### config.mk
export PLATFORM = sky130hd
export DESIGN_NAME = aes_key_single_round
export DESIGN_NICKNAME = d
export VERILOG_FILES = /design/src/rtl/aes_pkg.sv /design/src/rtl/aes_sbox.sv /design/src/rtl/aes_key_single_round.sv
export SDC_FILE = /design/constraint.sdc
export NUM_CORES = 1
export LEC_CHECK = 0
export BUFFER_PORTS_ARGS = -buffer_cell sky130_fd_sc_hd__buf_2
export CORE_ASPECT_RATIO = 2
export CORE_MARGIN = 4
export CORE_UTILIZATION = 45
export DETAILED_ROUTE_END_ITERATION = 10
export PLACE_DENSITY_LB_ADDON = 0.25
export SLEW_MARGIN = 25
export SYNTH_ARGS = -nofsm -noshare
export SYNTH_HDL_FRONTEND = slang
export SYNTH_HIERARCHICAL = 1
export SYNTH_SLANG_ARGS = --single-unit
### constraint.sdc
create_clock -name clk_i -period 0.9 [get_ports clk_i]
set_input_delay 0.18 -clock clk_i [delete_from_list [all_inputs] [get_ports clk_i]]
set_output_delay 0.18 -clock clk_i [all_outputs]
set_load 0.005 [all_outputs]
### src/rtl/aes_pkg.sv
// aes_pkg: AES forward S-box, round-constant table and RotWord helper
package aes_pkg;

  localparam logic [7:0] SBOX [256] = '{
    8'h63, 8'h7c, 8'h77, 8'h7b, 8'hf2, 8'h6b, 8'h6f, 8'hc5, 8'h30, 8'h01, 8'h67, 8'h2b, 8'hfe, 8'hd7, 8'hab, 8'h76,
    8'hca, 8'h82, 8'hc9, 8'h7d, 8'hfa, 8'h59, 8'h47, 8'hf0, 8'had, 8'hd4, 8'ha2, 8'haf, 8'h9c, 8'ha4, 8'h72, 8'hc0,
    8'hb7, 8'hfd, 8'h93, 8'h26, 8'h36, 8'h3f, 8'hf7, 8'hcc, 8'h34, 8'ha5, 8'he5, 8'hf1, 8'h71, 8'hd8, 8'h31, 8'h15,
    8'h04, 8'hc7, 8'h23, 8'hc3, 8'h18, 8'h96, 8'h05, 8'h9a, 8'h07, 8'h12, 8'h80, 8'he2, 8'heb, 8'h27, 8'hb2, 8'h75,
    8'h09, 8'h83, 8'h2c, 8'h1a, 8'h1b, 8'h6e, 8'h5a, 8'ha0, 8'h52, 8'h3b, 8'hd6, 8'hb3, 8'h29, 8'he3, 8'h2f, 8'h84,
    8'h53, 8'hd1, 8'h00, 8'hed, 8'h20, 8'hfc, 8'hb1, 8'h5b, 8'h6a, 8'hcb, 8'hbe, 8'h39, 8'h4a, 8'h4c, 8'h58, 8'hcf,
    8'hd0, 8'hef, 8'haa, 8'hfb, 8'h43, 8'h4d, 8'h33, 8'h85, 8'h45, 8'hf9, 8'h02, 8'h7f, 8'h50, 8'h3c, 8'h9f, 8'ha8,
    8'h51, 8'ha3, 8'h40, 8'h8f, 8'h92, 8'h9d, 8'h38, 8'hf5, 8'hbc, 8'hb6, 8'hda, 8'h21, 8'h10, 8'hff, 8'hf3, 8'hd2,
    8'hcd, 8'h0c, 8'h13, 8'hec, 8'h5f, 8'h97, 8'h44, 8'h17, 8'hc4, 8'ha7, 8'h7e, 8'h3d, 8'h64, 8'h5d, 8'h19, 8'h73,
    8'h60, 8'h81, 8'h4f, 8'hdc, 8'h22, 8'h2a, 8'h90, 8'h88, 8'h46, 8'hee, 8'hb8, 8'h14, 8'hde, 8'h5e, 8'h0b, 8'hdb,
    8'he0, 8'h32, 8'h3a, 8'h0a, 8'h49, 8'h06, 8'h24, 8'h5c, 8'hc2, 8'hd3, 8'hac, 8'h62, 8'h91, 8'h95, 8'he4, 8'h79,
    8'he7, 8'hc8, 8'h37, 8'h6d, 8'h8d, 8'hd5, 8'h4e, 8'ha9, 8'h6c, 8'h56, 8'hf4, 8'hea, 8'h65, 8'h7a, 8'hae, 8'h08,
    8'hba, 8'h78, 8'h25, 8'h2e, 8'h1c, 8'ha6, 8'hb4, 8'hc6, 8'he8, 8'hdd, 8'h74, 8'h1f, 8'h4b, 8'hbd, 8'h8b, 8'h8a,
    8'h70, 8'h3e, 8'hb5, 8'h66, 8'h48, 8'h03, 8'hf6, 8'h0e, 8'h61, 8'h35, 8'h57, 8'hb9, 8'h86, 8'hc1, 8'h1d, 8'h9e,
    8'he1, 8'hf8, 8'h98, 8'h11, 8'h69, 8'hd9, 8'h8e, 8'h94, 8'h9b, 8'h1e, 8'h87, 8'he9, 8'hce, 8'h55, 8'h28, 8'hdf,
    8'h8c, 8'ha1, 8'h89, 8'h0d, 8'hbf, 8'he6, 8'h42, 8'h68, 8'h41, 8'h99, 8'h2d, 8'h0f, 8'hb0, 8'h54, 8'hbb, 8'h16
  };

  localparam logic [7:0] RCON [1:10] = '{
    8'h01, 8'h02, 8'h04, 8'h08, 8'h10, 8'h20, 8'h40, 8'h80, 8'h1b, 8'h36
  };

  function automatic logic [31:0] rot_word(input logic [31:0] w);
    return {w[23:0], w[31:24]};
  endfunction

endpackage

### src/rtl/aes_sbox.sv
// aes_sbox: combinational AES forward S-box lookup
module aes_sbox
  import aes_pkg::*;
(
  input  logic [7:0] i_byte,
  output logic [7:0] o_byte
);

  assign o_byte = SBOX[i_byte];

endmodule

### src/rtl/aes_key_single_round.sv
// aes_key_single_round: one registered AES-128 key-schedule round
module aes_key_single_round
  import aes_pkg::*;
(
  input  logic         clk_i,
  input  logic         rst_i,
  input  logic         clk_en_i,
  input  logic [7:0]   rcon,
  input  logic [31:0]  iv,
  input  logic [127:0] key_i,
  output logic [127:0] key_o,
  output logic         key_valid_o
);

  logic [31:0]  w_rot, w_sub, w_temp, w_n0, w_n1, w_n2, w_n3;
  logic [127:0] r_key;
  logic         r_valid;

  assign w_rot = rot_word(iv);

  for (genvar g = 0; g < 4; g++) begin : g_sbox
    aes_sbox u_sbox (.i_byte(w_rot[8*g +: 8]), .o_byte(w_sub[8*g +: 8]));
  end

  assign w_temp = w_sub ^ {rcon, 24'h0};
  assign w_n0   = key_i[127:96] ^ w_temp;
  assign w_n1   = w_n0 ^ key_i[95:64];
  assign w_n2   = w_n1 ^ key_i[63:32];
  assign w_n3   = w_n2 ^ key_i[31:0];

  // capture the next key on enabled edges; valid tracks whether this edge was enabled
  always_ff @(posedge clk_i or negedge rst_i) begin
    if (!rst_i) begin
      r_key   <= '0;
      r_valid <= 1'b0;
    end else begin
      r_valid <= clk_en_i;
      if (clk_en_i) r_key <= {w_n0, w_n1, w_n2, w_n3};
    end
  end

  assign key_o       = r_key;
  assign key_valid_o = r_valid;

endmodule

==> results of run 1 <==
-- logic make-up after synthesis --
family                     after synthesis  synth area share (%)
buffers and inverters                  315                 7.853
DFF                                    129                 16.62
AOI/OAI and AO/OA                      965                 33.36
and+or+nand+nor                        801                 20.62
muxes                                  100                 6.307
adders and majority gates               60                 3.865
xor gates and xnor gates               177                 11.38
-- what timing repair did --
item | in CTS
hold buffers | 1
endpoints found under the setup margin | 257
pin swaps | 199
setup buffers | 113
resized for setup | 677
endpoints found under the hold margin | 129
gates cloned | 4
-- per-stage QoR --
step / setup slack, ns / std cells / TNS (ns) / util [%] / hold slack (ns)
after CTS: -1.747 / 4263 / -215.79 / 78.96 / 0.02179
after detailed placement: -2.508 / 4128 / -277.30 / 67.85 / 0.06917
after global placement: -2.472 / 4128 / -271.03 / 67.85 / 0.06444
after floorplan: -2.114 / 2547 / -205.01 / - / -0.1156
-- per-layer routing --
metal / global-route usage [%] / GRT overflow
met1: 63.14 / 0
met4: 65.42 / 27
met3: 34.37 / 1
met2: 88.42 / 44
met5: 7.407 / 1
==> impl_results.md, run 1 <==
* Yosys top cell area share at 16.62%
* Cell Area, Placed at 0.02898 mm2
* Yosys warning count at 6
* Root Buffer: clkbuf_16
* Number of buffers created by CTS at 17
* Number of flops mapped to enable cells by yosys at 0
* Status: aborted with a tool error
* H-tree lvl count at 4
* Hpwl dp at 91,490 um
* Initial Util at 45.48%
* Number of synthesized register bits at 129
* Number of clock sinks at 129
* Die X-Extent at 154.9 um
* Most common cell in the netlist: a21oi_1
* Cells taking the most area after synthesis: dfrtp_1 (17%), a21oi_1 (6.2%), xnor2_1 (5.3%)
* Number of I/O port buffers at 299
* Run Error: [ERROR GRT-0232] Routing congestion too high. Check the congestion heatmap in the GUI.
* Worst ep type: register data pin
* Last stage: global routing (5_1_grt)
* Syn nets at 2,778
* Synthesized instance count at 2,547
* Most frequent cells after synthesis: a21oi_1 (239), nor2_1 (207), nand2_1 (159)
* GRT Residual Overflow at 73
* Number of buffers on the longest clock path at 2
* Largest area contributor in the netlist: dfrtp_1
* Dominant synthesized flop cell: dfrtp_1
* Pin count of the biggest net entering global routing at 42
* Number of placement rows at 107
* Final weighted congestion of routability-driven global placement at 1.176
* Vertical die dimension at 301.8 um
* I/O pin count at 300
* Tot GR Track Use at 63.17%
* Fraction of registers with async set or reset after synthesis at 100.0%
* Post-synth design cell area at 0.01942 mm2
* Portion of the post-synthesis area used by sequential elements at 16.62%
* Average instance area after synthesis at 7.626 um2
* Worst endpoint, post-GRT repair: key_o[19]$_DFFE_PN0P_/D
* Library cells used by synthesis at 89
==> inputs of run 2 (changes only) <==
--- a/config.mk
+++ b/config.mk
@@ -6,11 +6,10 @@
 export NUM_CORES = 1
 export LEC_CHECK = 0
 export BUFFER_PORTS_ARGS = -buffer_cell sky130_fd_sc_hd__buf_2
-export CORE_ASPECT_RATIO = 2
 export CORE_MARGIN = 4
-export CORE_UTILIZATION = 45
+export CORE_UTILIZATION = 30
 export DETAILED_ROUTE_END_ITERATION = 10
-export PLACE_DENSITY_LB_ADDON = 0.25
+export PLACE_DENSITY_LB_ADDON = 0.15
 export SLEW_MARGIN = 25
 export SYNTH_ARGS = -nofsm -noshare
 export SYNTH_HDL_FRONTEND = slang
==> impl_results.md, run 2 <==
* Status: complete, but fails checks
* Failing checks: setup timing
* Wire length of the first global-routing pass at 174,400 um
* Most frequent cells after synthesis: a21oi_1 (239), nor2_1 (207), nand2_1 (159)
* Critical path peak fanout at 5
* Vertical die dimension at 262.4 um (-13%)
* Cell count of the worst reg-to-reg path at 2
* I/O pin count at 300 (unchanged)
* Hold path startpoint: key_i[94]
* Hold Fails Final Rpt at 0
* Yosys warning count at 6 (unchanged)
* Multiplexer share of the synthesized area at 6.307% (unchanged)
* Number of synthesized register bits at 129 (unchanged)
* Total via count after detailed routing at 27,828
* CP most frequent cell: buf_4
* Synthesized instance count at 2,547 (unchanged)
* Layout filler cell count at 5,909
* PD cells at 1194 mW/mm2
* Worst rel slew slack at 48.55%
* TritonCTS clock tree: yes
* Detail-routed net length per standard cell at 25.39 um
* Fraction of registers with async set or reset after synthesis at 100.0% (unchanged)
* Dominant synthesized flop cell: dfrtp_1
* Cell Area, Placed at 0.02956 mm2 (+2.0%)
* Leading cell type in the layout, fill and taps excluded: buf_4
* Maximum Capacitance Violations at 0
* Cell leakage power at 15.69 nW
* Number of buffers on the longest clock path at 2 (unchanged)
* Vias in the first global route at 27,462
* Via/cell ratio at 5.997
* Period minus WS final at 2.470 ns
* Final design instance area without fill at 0.03597 mm2
* Syn-to-layout area delta at 85.20%
* Pin count of the biggest net entering global routing at 57
* Maximum resistive drop on vdd at 1.431 mV
* Hold Crit Depth at 4
* Source of the worst register-to-register timing path: key_o[122]$_DFFE_PN0P_
* Initial antenna violation count at 3
* Actual slew at the worst max-slew pin at 0.7621 ns
* Most common cell in the netlist: a21oi_1
* Post-route ant nets at 0
* Worst EP arrival at 2.84 ns
* Clock-pin slew on the worst setup and hold paths at 0.07 ns
* Portion of the post-synthesis area used by sequential elements at 16.62% (unchanged)
* Number of clock sinks at 129 (unchanged)
* Max Clk Rate at 404.8 MHz
* Initial Util at 30.24% (-15 points)
* Post-route clock period utilization at 274.5%
* Area of the core at 0.06423 mm2
* First-pass detailed-route iteration total at 6
* Hpwl dp at 89,970 um (-1.7%)
* H-tree lvl count at 4 (unchanged)
* Uppermost routed layer: met5
* Series of cell instances along the critical path: buf_4 > buf_6 > buf_12 > and2b_1 > buf_4 > nor2_4 > a211oi_2 > buf_4 > a311oi_2 > o41ai_2 > a31oi_2 > xor3_2 > xor3_1 > mux2_4
* Routed length on met2 at 52,580 um
* Delay-heaviest family, CP: compound AO/OA/AOI/OAI gates
* Highest-count cells in the layout ignoring fill and taps: buf_4 (973), buf_2 (261), nor2_1 (178)
* Remaining design rule violation count at 0
* Worst-path cell with the longest stage delay: a211oi_2
* Largest area contributor in the netlist: dfrtp_1
* Library cells used by synthesis at 89 (unchanged)
* Fraction of layout instances using a drive strength above 1 at 59.38%
* Endpoint required time on the critical path at 1.27 ns
* Wire length on met1 at 47,290 um
* Type of element launching the critical path: input port
* Yosys top cell area share at 16.62% (unchanged)
* Largest family of logic cells by synthesized area: compound AO/OA/AOI/OAI gates
* Final weighted congestion of routability-driven global placement at 1.076 (-8.5%)
* Number of flip-flops under the largest register name at 128
* Number of setup violations in the final report at 257
* Final net count at 4,002
* Count of buffering cells on the critical path with inverters included at 5
* Detail Route met3 WL at 11,410 um
* Syn nets at 2,778 (unchanged)
* Die X-Extent at 262.4 um (+69%)
* Simple-Gate Fraction of Synth Area at 20.62% (unchanged)
* Root Buffer: clkbuf_16
* CP Capture Type: register
* Arithmetic-cell share of the synthesized area counting full adders, half adders and majority gates at 3.865% (unchanged)
* Register-to-register path setup slack at -0.02 ns
* Number of I/O port buffers at 299 (unchanged)
* Post-Synth XOR/XNOR Area at 11.38% (unchanged)
* Post-synth design cell area at 0.01942 mm2 (unchanged)
* Cells taking the most area after synthesis: dfrtp_1 (17%), a21oi_1 (6.2%), xnor2_1 (5.3%)
* Number of flops mapped to enable cells by yosys at 0 (unchanged)
* Number of buffers created by CTS at 17 (unchanged)
* Unrepaired setup endpoints after global routing: true
* Crit path setup slack, layout at -1.570 ns
* Compound-cell area share of the yosys netlist at 33.36% (unchanged)
* Total wirelength of the detailed-routed design at 117,800 um
* Tot GR Track Use at 32.10%
* Final count of pins violating max slew at 0
* GRT Residual Overflow at 0
* End of the worst register-to-register path: key_o[122]$_DFFE_PN0P_
* Average instance area after synthesis at 7.626 um2 (unchanged)
* Skew-Pair Late Insertion Delay at 0.48 ns
* Clock Skew at 0 ns
* Overall Power at 0.04294 W
* Endpoint with the worst hold slack: key_o[94]$_DFFE_PN0P_
* Area of the die at 0.06888 mm2
* Hold WC Path Type: in -> reg
* Biggest cell delay along the critical path at 0.34 ns
* Crit Path Category: in -> reg
* Number of placement rows at 93 (-13%)
* Number of violations reported at the end of detailed-routing iteration 0 at 3,081
[run 2: cell families (layout without fill, tap and decap cells)]
logic type	Yosys count	count (layout)
AO/OA/AOI/OAI	965	965
AND/OR/NAND/NOR	801	801
buffers and inverters	315	1552
XOR/XNOR	177	177
flip-flops	129	129
multiplexers	100	100
adder cells (fa/ha/maj)	60	60
other	0	1
[run 2: worst max-delay path by stage]
stage                 from                     to  slack (ns)  cells past startpoint
finish              iv[18]  key_o[62]$_DFFE_PN0P_       -1.57                     14
global route         iv[8]  key_o[22]$_DFFE_PN0P_       -1.63                     14
CTS                  iv[8]  key_o[18]$_DFFE_PN0P_       -1.56                     13
detailed placement  iv[16]  key_o[30]$_DFFE_PN0P_       -2.53                     13
global placement    iv[20]  key_o[59]$_DFFE_PN0P_       -2.57                     12
floorplan           iv[16]  key_o[61]$_DFFE_PN0P_       -2.11                     13
[run 2: timing repair]
action	4_1_cts	5_1_grt
setup endpoints to repair	257	257
hold endpoints to repair	129	0
setup buffers	92	94
pin swaps	190	132
gates resized for setup	656	351
hold buffers	1	0
[run 2: tightest hold or removal path, cell delays in order]
cell and delay, ns:
buf_2 0.09, buf_4 0.10, xnor2_1 0.11, a21oi_1 0.05
[run 2: stage by stage]
step           cells  utilization (%)  hold WS [ns]  setup WS, ns  setup TNS [ns]
2_1_floorplan   2547                -       -0.1156        -2.114         -205.01
3_3_place_gp    4460            46.01        0.1821        -2.574         -270.92
3_5_place_dp    4460            46.01        0.1817        -2.529         -270.66
4_1_cts         4566            52.51       0.02946        -1.564         -205.64
5_1_grt         4639            56.00       0.07502        -1.631         -221.69
6_report        4640            56.00       0.09849        -1.570         -208.56
[run 2: per-layer routing]
layer | track usage, % | vias up
li1 | - | 12101
met1 | 42.39 | 13497
met2 | 50.95 | 1785
met3 | 6.722 | 443
met4 | 13.68 | 2
met5 | 0 | -
[run 2: cell type report]
cell class | count | area (um2) | share of cell area, %
antenna | 1 | 2.502 | 0.006957
clock buffer | 17 | 425.4 | 1.183
clock inverter | 15 | 172.7 | 0.4800
inverter | 45 | 212.7 | 0.5913
multi-input combinational | 2103 | 19030 | 52.90
sequential | 129 | 3231 | 8.981
tap | 855 | 1070 | 2.974
timing repair buffer | 1475 | 11830 | 32.88
[run 2: where the power goes]
part	switching, W	internal [W]	total [W]
combinational	0.0126	0.0141	0.0268
clock	0.00351	0.00416	0.00767
sequential	0.00105	0.00746	0.00851
(Power assumes the default switching activity.)
